**config.mk**
```make
export PLATFORM = sky130hd
export DESIGN_NAME = muldiv_unit
export DESIGN_NICKNAME = d
export VERILOG_FILES = /design/src/rtl/muldiv_pkg.sv /design/src/rtl/muldiv_unit.sv
export SDC_FILE = /design/constraint.sdc
export NUM_CORES = 1
export LEC_CHECK = 0
export ABC_AREA = 1
export ABC_CLOCK_PERIOD_IN_PS = 7300
export CAP_MARGIN = 20
export CORE_UTILIZATION = 40
export CTS_CLUSTER_SIZE = 25
export DETAILED_ROUTE_END_ITERATION = 10
export GPL_TIMING_DRIVEN = 0
export HOLD_SLACK_MARGIN = 0.08
export PLACE_DENSITY = 0.68
export SETUP_SLACK_MARGIN = 0.3
export SLEW_MARGIN = 20
export SYNTH_ARGS = -nofsm -noshare
export SYNTH_HDL_FRONTEND = slang
export SYNTH_SLANG_ARGS = --single-unit
```
**constraint.sdc**
```tcl
create_clock -name clk -period 7.3 [get_ports clk]
set_clock_uncertainty 0.1 [all_clocks]
set_input_delay 1.095 -clock clk [delete_from_list [all_inputs] [get_ports clk]]
set_output_delay 1.095 -clock clk [all_outputs]
set_load 0.01 [all_outputs]
```
**src/rtl/muldiv_pkg.sv**
```systemverilog
// Shared op and FSM encodings for the multiply/divide unit and the decoder that drives it.
package muldiv_pkg;

  typedef enum logic [2:0] {
    OP_MULT  = 3'b000,
    OP_MULTU = 3'b001,
    OP_DIV   = 3'b010,
    OP_DIVU  = 3'b011,
    OP_MTHI  = 3'b100,
    OP_MTLO  = 3'b101
  } op_e;

  typedef enum logic [1:0] {
    ST_IDLE = 2'b00,
    ST_CALC = 2'b01,
    ST_FIX  = 2'b10
  } state_e;

  function automatic logic is_calc_op(input logic [2:0] op);
    return (op[2] == 1'b0);
  endfunction

  function automatic logic is_div_op(input logic [2:0] op);
    return (op[2] == 1'b0) && op[1];
  endfunction

  function automatic logic is_signed_op(input logic [2:0] op);
    return (op[2] == 1'b0) && !op[0];
  endfunction

endpackage

```
**src/rtl/muldiv_unit.sv**
```systemverilog
// Iterative HI/LO multiply/divide unit: radix-2 shift-add multiply, restoring divide,
// one-cycle sign fixup, and direct HI/LO writes.
//
// state | meaning
// IDLE  | waiting for start; MTHI/MTLO write here
// CALC  | one shift-add / shift-subtract step per cycle, WIDTH cycles
// FIX   | sign fixup and HI/LO write on the edge leaving this state
module muldiv_unit
  import muldiv_pkg::*;
#(
  parameter int WIDTH = 32
) (
  input  logic             clk,
  input  logic             rst_n,
  input  logic             start,
  input  logic [2:0]       op,
  input  logic [WIDTH-1:0] a,
  input  logic [WIDTH-1:0] b,
  input  logic             flush,
  output logic             busy,
  output logic             done,
  output logic [WIDTH-1:0] hi,
  output logic [WIDTH-1:0] lo,
  output logic             div_zero
);

  localparam int CW = $clog2(WIDTH) + 1;

  state_e               state_q, state_d;
  logic [CW-1:0]        cnt_q;
  logic [WIDTH-1:0]     b_q;
  logic                 neg_a_q, neg_b_q, sgn_q, div_q;
  logic [2*WIDTH-1:0]   acc_q;

  logic                 accept, accept_calc, accept_mthi, accept_mtlo;
  logic                 last_step;
  logic [WIDTH-1:0]     abs_a, abs_b;
  logic [WIDTH:0]       mul_sum, div_trial;
  logic [2*WIDTH-1:0]   mul_next, div_next, prod_fix;
  logic [WIDTH-1:0]     quo_fix, rem_fix;
  logic                 b_zero;

  assign accept      = (state_q == ST_IDLE) && start && !flush;
  assign accept_calc = accept && is_calc_op(op);
  assign accept_mthi = accept && (op == OP_MTHI);
  assign accept_mtlo = accept && (op == OP_MTLO);
  assign last_step   = (cnt_q == CW'(WIDTH - 1));

  always_ff @(posedge clk or negedge rst_n) begin
    if (!rst_n) state_q <= ST_IDLE;
    else        state_q <= state_d;
  end

  always_comb begin
    state_d = state_q;
    case (state_q)
      ST_IDLE: if (accept_calc) state_d = ST_CALC;
      ST_CALC: begin
        if (flush)          state_d = ST_IDLE;
        else if (last_step) state_d = ST_FIX;
      end
      ST_FIX:  state_d = ST_IDLE;
      default: state_d = ST_IDLE;
    endcase
  end

  always_comb begin
    busy = (state_q != ST_IDLE);
  end

  always_comb begin
    abs_a = (is_signed_op(op) && a[WIDTH-1]) ? -a : a;
    abs_b = (is_signed_op(op) && b[WIDTH-1]) ? -b : b;
  end

  // acc holds {partial product} for multiply, {remainder, quotient} for divide.
  always_comb begin
    mul_sum   = {1'b0, acc_q[2*WIDTH-1:WIDTH]} + (acc_q[0] ? {1'b0, b_q} : '0);
    mul_next  = {mul_sum, acc_q[WIDTH-1:1]};
    div_trial = acc_q[2*WIDTH-1:WIDTH-1] - {1'b0, b_q};
    div_next  = div_trial[WIDTH] ? {acc_q[2*WIDTH-2:0], 1'b0}
                                 : {div_trial[WIDTH-1:0], acc_q[WIDTH-2:0], 1'b1};
  end

  // Divide-by-zero forces an all-ones quotient; the remainder fixup restores hi = a.
  always_comb begin
    b_zero   = (b_q == '0);
    prod_fix = (sgn_q && (neg_a_q ^ neg_b_q)) ? -acc_q : acc_q;
    quo_fix  = b_zero ? '1 :
               ((sgn_q && (neg_a_q ^ neg_b_q)) ? -acc_q[WIDTH-1:0] : acc_q[WIDTH-1:0]);
    rem_fix  = (sgn_q && neg_a_q) ? -acc_q[2*WIDTH-1:WIDTH] : acc_q[2*WIDTH-1:WIDTH];
  end

  always_ff @(posedge clk or negedge rst_n) begin
    if (!rst_n) begin
      cnt_q    <= '0;
      b_q      <= '0;
      neg_a_q  <= 1'b0;
      neg_b_q  <= 1'b0;
      sgn_q    <= 1'b0;
      div_q    <= 1'b0;
      acc_q    <= '0;
      hi       <= '0;
      lo       <= '0;
      done     <= 1'b0;
      div_zero <= 1'b0;
    end else begin
      done <= 1'b0;
      if (accept_calc) begin
        acc_q    <= {{WIDTH{1'b0}}, abs_a};
        b_q      <= abs_b;
        neg_a_q  <= is_signed_op(op) && a[WIDTH-1];
        neg_b_q  <= is_signed_op(op) && b[WIDTH-1];
        sgn_q    <= is_signed_op(op);
        div_q    <= is_div_op(op);
        cnt_q    <= '0;
        div_zero <= 1'b0;
      end
      if (accept_mthi) begin
        hi       <= a;
        div_zero <= 1'b0;
      end
      if (accept_mtlo) begin
        lo       <= a;
        div_zero <= 1'b0;
      end
      if (state_q == ST_CALC && !flush) begin
        acc_q <= div_q ? div_next : mul_next;
        cnt_q <= cnt_q + 1'b1;
      end
      if (state_q == ST_FIX && !flush) begin
        if (div_q) begin
          lo <= quo_fix;
          hi <= rem_fix;
        end else begin
          {hi, lo} <= prod_fix;
        end
        done     <= 1'b1;
        div_zero <= div_q && b_zero;
      end
    end
  end

endmodule

```
* After elaboration in Yosys (flattened, before gate mapping)
Cells that the tools add are included.
Word-level totals: register bits 174, input bits 71, output and inout port bits 67, word-level logic and storage cells 81
Cells by class: add/subtract/negate cells 8, equal/unequal tests 7, muxes and demuxes 28, bitwise gates (word level) 2, reductions and logical operators 24
Operators with widths (count):
- $mux 32 | 12
- $mux 64 | 5
- $neg 32->32 | 4
- $neg 64->64 | 1
- $add 32x32->33 | 1
- $sub 33x32->33 | 1
- $logic_not 32->1 | 1
- $logic_and 1x1->1 | 14
- $mux 6 | 2
- $reduce_bool 2->1 | 4
- $add 6x1->6 const B | 1
- $eq 3x3->1 const B | 2
- $eq 6x5->1 const B | 1
- $mux 2 | 3
- $mux 1 | 5
- $pmux 2 s2 | 1
- $reduce_bool 4->1 | 1
- $ne 3x3->1 const B | 1
- $eq 2x1->1 const B | 1
- $eq 2x2->1 const B | 1
- $logic_not 1->1 | 2
- $logic_not 2->1 | 1
- $ne 2x2->1 const B | 1
- $reduce_and 2->1 | 1
- 2 further kinds | 2

* Longest topological paths before layout
Gate-level depths: netlist of the first run.
word-level depth 8, mapped depth 22

* Worst setup path before layout of the first run
Ideal clock, no wire load.
path type input to register, start in b[0], end reg b_q[22], setup time 0.132 ns, arrival time 2.475 ns, setup slack 4.593 ns, stages on the path 12, cells stage by stage inv_1 > ha_1 > nand4_1 > nor3_2 > nand2_1 > nor2_1 > nand2_1 > nand2_1 > nand2_1 > or2_0 > nand3_1 > o21ai_0
On the way: longest elaborated chain between the ends 2
Ends and longest elaborated chain:
- from (decl) | line muldiv_unit.sv:18 | input logic [WIDTH-1:0] b,
- $neg 32->32 | line muldiv_unit.sv:73 | abs_b = (is_signed_op(op) && b[WIDTH-1]) ? -b : b;
- $mux 32 | line muldiv_unit.sv:73
- to (signal assigned) | line muldiv_unit.sv:111 | b_q <= abs_b;
- to (decl) | line muldiv_unit.sv:31 | logic [WIDTH-1:0] b_q;
No other way between the ends. A chain may end at the register's enable or synchronous reset.

* Final worst setup path of the first run
start reg acc_q[0], end reg acc_q[59]
On the way: longest elaborated chain between the ends 4
Ends and longest elaborated chain:
- from (decl) | line muldiv_unit.sv:33 | logic [2*WIDTH-1:0] acc_q;
- from (signal assigned) | line muldiv_unit.sv:110 | acc_q <= {{WIDTH{1'b0}}, abs_a};
- from (signal assigned) | line muldiv_unit.sv:128 | acc_q <= div_q ? div_next : mul_next;
- $mux 32 | line muldiv_unit.sv:78 | mul_sum = {1'b0, acc_q[2*WIDTH-1:WIDTH]} + (acc_q[0] ? {1'b0, b_q} : '0);
- $add 32x32->33 | line muldiv_unit.sv:78
- $mux 64 | line muldiv_unit.sv:128
- $mux 64 | line muldiv_unit.sv:127 | if (state_q == ST_CALC && !flush) begin
No other way between the ends.

==> reports/results.tsv, run 1 <==
metric	value	unit
maximum level of the CTS H-tree	4	
die area	44300	sq um
Syn Inst Count	2922	
Post-Syn Nets	3064	
initial antenna violation count	1	
Clock transition at path regs	80	ps
Placed Area	19500	sq um
Placeable Area	43000	sq um
via count	20900	
Fmax achieved	243	MHz
IO Count	138	
Routed Antenna Nets	0	
Overflow after GRT	0	
vias in the first global route	18800	
Cell Chain, Critical Path	buf_2, clkbuf_1, nand2_1, inv_1, ha_1, inv_1, fa_1, inv_1, nand2_1, a21oi_1, nand2_1, nand2_1, nand2_1, nand2_1, nand3_1, nand3_1, nand3_1, nand3_1, nand2_1	
Min Clock Period, post-route	4120	ps
n_diodes	0	
max cap viols	0	
# Post-CTS Setup Buffers	0	
Vias/cell	5.68	
distinct cell type count after synthesis	58	
M1 wire length	38700	um
Post-synth EDFFs	0	
Critical Path Fanout Max	10	
Die Wd	210	um
Power Density	347	nW/um^2
DPL Wire Length	70700	um
Seq/Total Area, Yosys	0.250	
pre-CTS setup slack	3280	ps
largest net degree at the start of global routing	89	
DRC	0	
crit-path most repeated cell	nand2_1	
WL met3	9570	um
utilization after layout	0.468	
slowest CP cell	clkbuf_1	
status	complete, no violations	
maximum clock path buffer count	2	
CTS root buf	clkbuf_16	
post-route design area	20100	sq um
Top FF cell, synth	dfrtp_1	
average size of a mapped cell	5.95	sq um
Post-Route Setup TNS	0	ps
netlist area before placement	17400	sq um
worst skew pair latency	500	ps
CTS Buf Count	17	
share of cells above drive strength 1	0.0417	
Leak Pwr	0.0102	uW
Slew headroom	0.325	
P_sw	3930	uW
Iter 0 DRT Violations	2684	
clock group share of total power	0.135	
sw frac	0.562	
Cell Rows	76	
CP endpoint kind	register	
Fin. Hold Viols	0	
Worst Hold Class	reg -> reg	
Max stage delay on crit path	540	ps
setup slack after layout	3180	ps
Gates resized, CTS repair	0	
Yosys reg bits	174	
async set-reset flop share out of synthesis	1.00	
Tcrit/Tclk final	0.564	
Initial Utilization	0.405	
IO buf count	137	
Seq pwr share	0.248	
endpoints failing setup	0	
max-slew violations	0	
Slew @ Worst Pin	1010	ps
routed length on met2	34800	um
RePlAce Congestion	1.00	
area delta synth->final	15.6	%
warnings from Yosys	0	
final WL	85100	um
first-pass GRT wire length	124000	um
total track usage	0.384	
Highest Signal Layer	met5	
TritonCTS clock tree	yes	
drt pass-1 iters	6	
Worst EP required	7580	ps
P_int	3060	uW
Worst setup SP type	register	
combinational share of power	0.618	
crit path DAT	4410	ps
Final #Nets	3221	
Fin Hold WS	412	ps
maximum vdd ir drop	0.000229	V
wire per inst	23.1	um
die height	210	um
Crit Path Category	reg -> reg	
CTS Sinks	174	
CTS Hold Bufs	0	
unrepaired setup endpoints after global routing	no	
## worst paths after layout
path                       slack (ps)  cells past startpoint   endpoint  startpoint
min reg2reg                       410                      1   cnt_q[5]    cnt_q[5]
min in group asynchronous         500                      1     hi[18]       rst_n
max in group asynchronous        5630                      2    b_q[23]       rst_n
min                               410                      1   cnt_q[5]    cnt_q[5]
max                              3180                     19  acc_q[59]    acc_q[0]
max reg2reg                      3180                     19  acc_q[59]    acc_q[0]
## power groups by stage
| stage | Sequential (uW) | Clock [uW] | Combinational (uW) |
|---|---|---|---|
| 5_1_grt | 1720 | 979 | 4750 |
| 4_1_cts | 1690 | 953 | 4200 |
| 2_1_floorplan | 1470 | 0 | 2800 |
| 3_3_place_gp | 1710 | 0 | 4180 |
| 3_5_place_dp | 1710 | 0 | 4180 |
| 6_report | 1730 | 941 | 4310 |
## critical path, delay by kind of cell, from the launching register on
family	cells	cell delay (ps)
AOI/OAI and AO/OA	1	300
adders and majority gates	2	560
and+or+nand+nor	11	1620
buffers and inverters	5	1070
DFF	1	320
## through the flow
stage,cells,total power [uW]
4_1_cts,3677,6840
5_1_grt,3677,7460
3_3_place_gp,3644,5880
6_report,3677,6980
2_1_floorplan,2922,4270
3_5_place_dp,3645,5890
## cells in the final DEF (no fill, tap or decap), types with 40 or more instances in the layout
master | netlist | layout
o21ai_0 | 216 | 216
nand4_1 | 40 | 40
inv_1 | 393 | 393
clkbuf_1 | 54 | 54
a21oi_1 | 132 | 132
clkdlybuf4s50_1 | 0 | 136
nor2_1 | 246 | 246
dfrtp_1 | 174 | 174
ha_1 | 69 | 69
xor2_1 | 44 | 44
nand2_1 | 966 | 966
nand3_1 | 267 | 267
## routing by layer
layer  up-vias  global-route usage
met3       123              0.0918
met5         -                   0
met2      1149               0.548
li1       9804                   -
met4         2               0.107
met1      9822               0.568
## cells by family (layout without fill, tap and decap cells)
kind of cell,Yosys count,count (layout),synth area share
xor+xnor,61,61,0.0307
buf+inv,509,679,0.113
simple gates,1631,1631,0.399
fa+ha+maj,71,71,0.0520
flops,174,174,0.250
compound gates,476,476,0.155
## state kept, by name, summed over array words and instances (netlist names), 2 cells and up
signal,count
lo,32
b_q,32
state_q,2
acc_q,64
cnt_q,6
hi,32
## layout make-up
class	count	area [sq um]
clock inverter	15	145
sequential	174	4350
tap	585	732
buffer	94	413
multi-input combinational	2239	11100
clock buffer	17	425
fill	4694	22900
timing repair buffer	138	1400
inverter	415	1560
## cell usage after synthesis, types with 4 or more instances
cell       number  share of area
a21oi_1       132          0.038
a22oi_1        24          0.010
a31oi_1         8         0.0029
buf_1          13         0.0028
buf_2          21         0.0060
clkbuf_1       54          0.012
dfrtp_1       174           0.25
ha_1           69          0.050
inv_1         393          0.085
inv_2          20         0.0043
nand2_1       966           0.21
nand2_2         8         0.0029
nand3_1       267          0.077
nand3b_1       18         0.0078
nand4_1        40          0.014
nor2_1        246          0.053
nor2_2          6         0.0022
nor3_1         31         0.0089
nor4_1         15         0.0054
o2111ai_1      18         0.0091
o211ai_1       13         0.0056
o21ai_0       216          0.062
o21ai_1        19         0.0055
o21ai_2         4         0.0020
o21bai_1       17         0.0073
o31ai_1         6         0.0026
or2_2          10         0.0036
or3_1           4         0.0014
xnor2_1        17         0.0086
xor2_1         44          0.022
No activity file was read; power rests on OpenSTA's default activity.
==> run 2, diff against run 1 <==
--- a/config.mk
+++ b/config.mk
@@ -6,14 +6,14 @@
 export NUM_CORES = 1
 export LEC_CHECK = 0
 export ABC_AREA = 1
-export ABC_CLOCK_PERIOD_IN_PS = 7300
+export ABC_CLOCK_PERIOD_IN_PS = 3700
 export CAP_MARGIN = 20
 export CORE_UTILIZATION = 40
 export CTS_CLUSTER_SIZE = 25
 export DETAILED_ROUTE_END_ITERATION = 10
 export GPL_TIMING_DRIVEN = 0
 export HOLD_SLACK_MARGIN = 0.08
-export PLACE_DENSITY = 0.68
+export PLACE_DENSITY = 0.71
 export SETUP_SLACK_MARGIN = 0.3
 export SLEW_MARGIN = 20
 export SYNTH_ARGS = -nofsm -noshare
==> constraint.sdc (replaced) <==
create_clock -name clk -period 3.7 [get_ports clk]
set_clock_uncertainty 0.1 [all_clocks]
set_input_delay 0.555 -clock clk [delete_from_list [all_inputs] [get_ports clk]]
set_output_delay 0.555 -clock clk [all_outputs]
set_load 0.01 [all_outputs]
==> reports/results.tsv, run 2 (synthesis gave the netlist of run 1 again) <==
metric	value	unit
via count	20800	
Final #Nets	3222	
wire per inst	21.1	um
die height	210	um
Reg with most FFs	acc_q	
Critical Path Fanout Max	10	
maximum clock path buffer count	2	
setup slack after layout	517	ps
Highest Signal Layer	met5	
final WL	77500	um
n_diodes	0	
share of cells above drive strength 1	0.0430	
Overflow after GRT	0	
total track usage	0.350	
status	complete, no violations	
Tcrit/Tclk final	0.860	
Crit Path Category	reg -> reg	
Max stage delay on crit path	400	ps
DPL Wire Length	63900	um
largest net degree at the start of global routing	95	
IO buf count	137	
CTS Sinks	174	
Clock transition at path regs	80	ps
# Post-CTS Setup Buffers	0	
crit-path most repeated cell	nand2_1	
DRC	0	
maximum vdd ir drop	0.000372	V
WL met3	9100	um
CP endpoint kind	register	
drt pass-1 iters	6	
M1 wire length	33600	um
Leak Pwr	0.0102	uW
area delta synth->final	16.1	%
IO Count	138	
vias in the first global route	18500	
Routed Antenna Nets	0	
RePlAce Congestion	1.04	
Post-Route Setup TNS	0	ps
sw frac	0.548	
unrepaired setup endpoints after global routing	no	
Initial Utilization	0.405	
first-pass GRT wire length	115000	um
max cap viols	0	
Slew headroom	0.349	
Vias/cell	5.65	
Fmax achieved	314	MHz
Placeable Area	43000	sq um
P_sw	7520	uW
Worst EP required	3970	ps
Cell Rows	76	
CTS root buf	clkbuf_16	
Cell Chain, Critical Path	buf_6, buf_6, nand2_1, inv_1, ha_1, inv_1, fa_1, inv_1, nand2_1, a21oi_4, nand2_1, nand2_1, nand2_1, nand2_1, nand3_1, nand3_1, nand3_1, nand2_1, inv_1, nand2_1, nand2_1	
most common cell after layout, fill and taps aside	nand2_1	
max reg flops	64	
Seq pwr share	0.247	
maximum level of the CTS H-tree	4	
Slew @ Worst Pin	977	ps
initial antenna violation count	1	
FF+latch area	4350	sq um
worst skew pair latency	480	ps
Power Density	680	nW/um^2
utilization after layout	0.470	
P_int	6200	uW
Min Clock Period, post-route	3180	ps
die area	44300	sq um
combinational share of power	0.611	
multi-input logic area	11100	sq um
clock group share of total power	0.142	
Filler Cell Count	4728	
CTS Buf Count	17	
Fin. Hold Viols	0	
most frequent cells in the layout	nand2_1, inv_1, nand3_1, nor2_1, o21ai_0	
pre-CTS setup slack	-116	ps
Die Wd	210	um
crit path DAT	3450	ps
routed length on met2	32200	um
Worst Hold Class	reg -> reg	
max-slew violations	0	
endpoints failing setup	0	
Iter 0 DRT Violations	2588	
slowest CP cell	fa_1	
TritonCTS clock tree	yes	
Worst setup SP type	register	
## run 2: layer usage
metal,global-route usage,vias to the layer above
met5,0,-
met4,0.121,2
met3,0.0696,159
met2,0.510,1219
met1,0.509,9604
li1,-,9793
## run 2: repair_timing
| item | in CTS | in global routing |
|---|---|---|
| resized for setup | 4 | 7 |
| hold buffers | 1 | 0 |
| endpoints found under the setup margin | 12 | 7 |
| endpoints found under the hold margin | 80 | 0 |
| pin swaps | 0 | 1 |
## run 2: power groups by stage
stage | logic [uW] | registers [uW] | clock network [uW]
final | 8390 | 3390 | 1940
after global routing | 9220 | 3400 | 2030
after CTS | 8150 | 3310 | 1950
after detailed placement | 8100 | 3350 | 0
after global placement | 8110 | 3340 | 0
after floorplan | 5520 | 2910 | 0
## run 2: worst paths after layout
check	depth (start not counted)	slack, ps	end	from
max	21	520	acc_q[49]	acc_q[0]
min	1	400	cnt_q[5]	cnt_q[5]
max reg2reg	21	520	acc_q[49]	acc_q[0]
min reg2reg	1	400	cnt_q[5]	cnt_q[5]
max in group asynchronous	3	2000	b_q[20]	rst_n
min in group asynchronous	2	550	hi[18]	rst_n
## run 2: critical path: cells and delay by family (launching register included)
kind	cells	cell delay (ps)
flip-flops	1	340
adder cells (fa/ha/maj)	2	560
buffers and inverters	6	630
AND/OR/NAND/NOR	12	1300
AO/OA/AOI/OAI	1	170
## run 2: layout make-up
type	count	area share
Multi-Input combinational cell	2239	0.549
Sequential cell	174	0.216
Inverter	415	0.0773
Timing Repair Buffer	139	0.0701
Tap cell	585	0.0363
Clock buffer	19	0.0219
Buffer	94	0.0211
Clock inverter	13	0.00825
## run 2: metrics by stage
step / hold WS (ps) / cells / total power [uW] / cell area (sq um)
after global placement: 386 / 3644 / 11400 / 19500
after floorplan: 159 / 2922 / 8430 / 17400
final: 404 / 3678 / 13700 / 20200
after CTS: 404 / 3678 / 13400 / 20200
after global routing: 428 / 3678 / 14600 / 20200
after detailed placement: 388 / 3645 / 11400 / 19500
==> run 3, diff against run 2 <==
--- a/config.mk
+++ b/config.mk
@@ -7,7 +7,6 @@
 export LEC_CHECK = 0
 export ABC_AREA = 1
 export ABC_CLOCK_PERIOD_IN_PS = 3700
-export CAP_MARGIN = 20
 export CORE_UTILIZATION = 40
 export CTS_CLUSTER_SIZE = 25
 export DETAILED_ROUTE_END_ITERATION = 10
==> results of run 3 <==
Same layout as run 2: the final DEF is identical, and so are final timing and power.
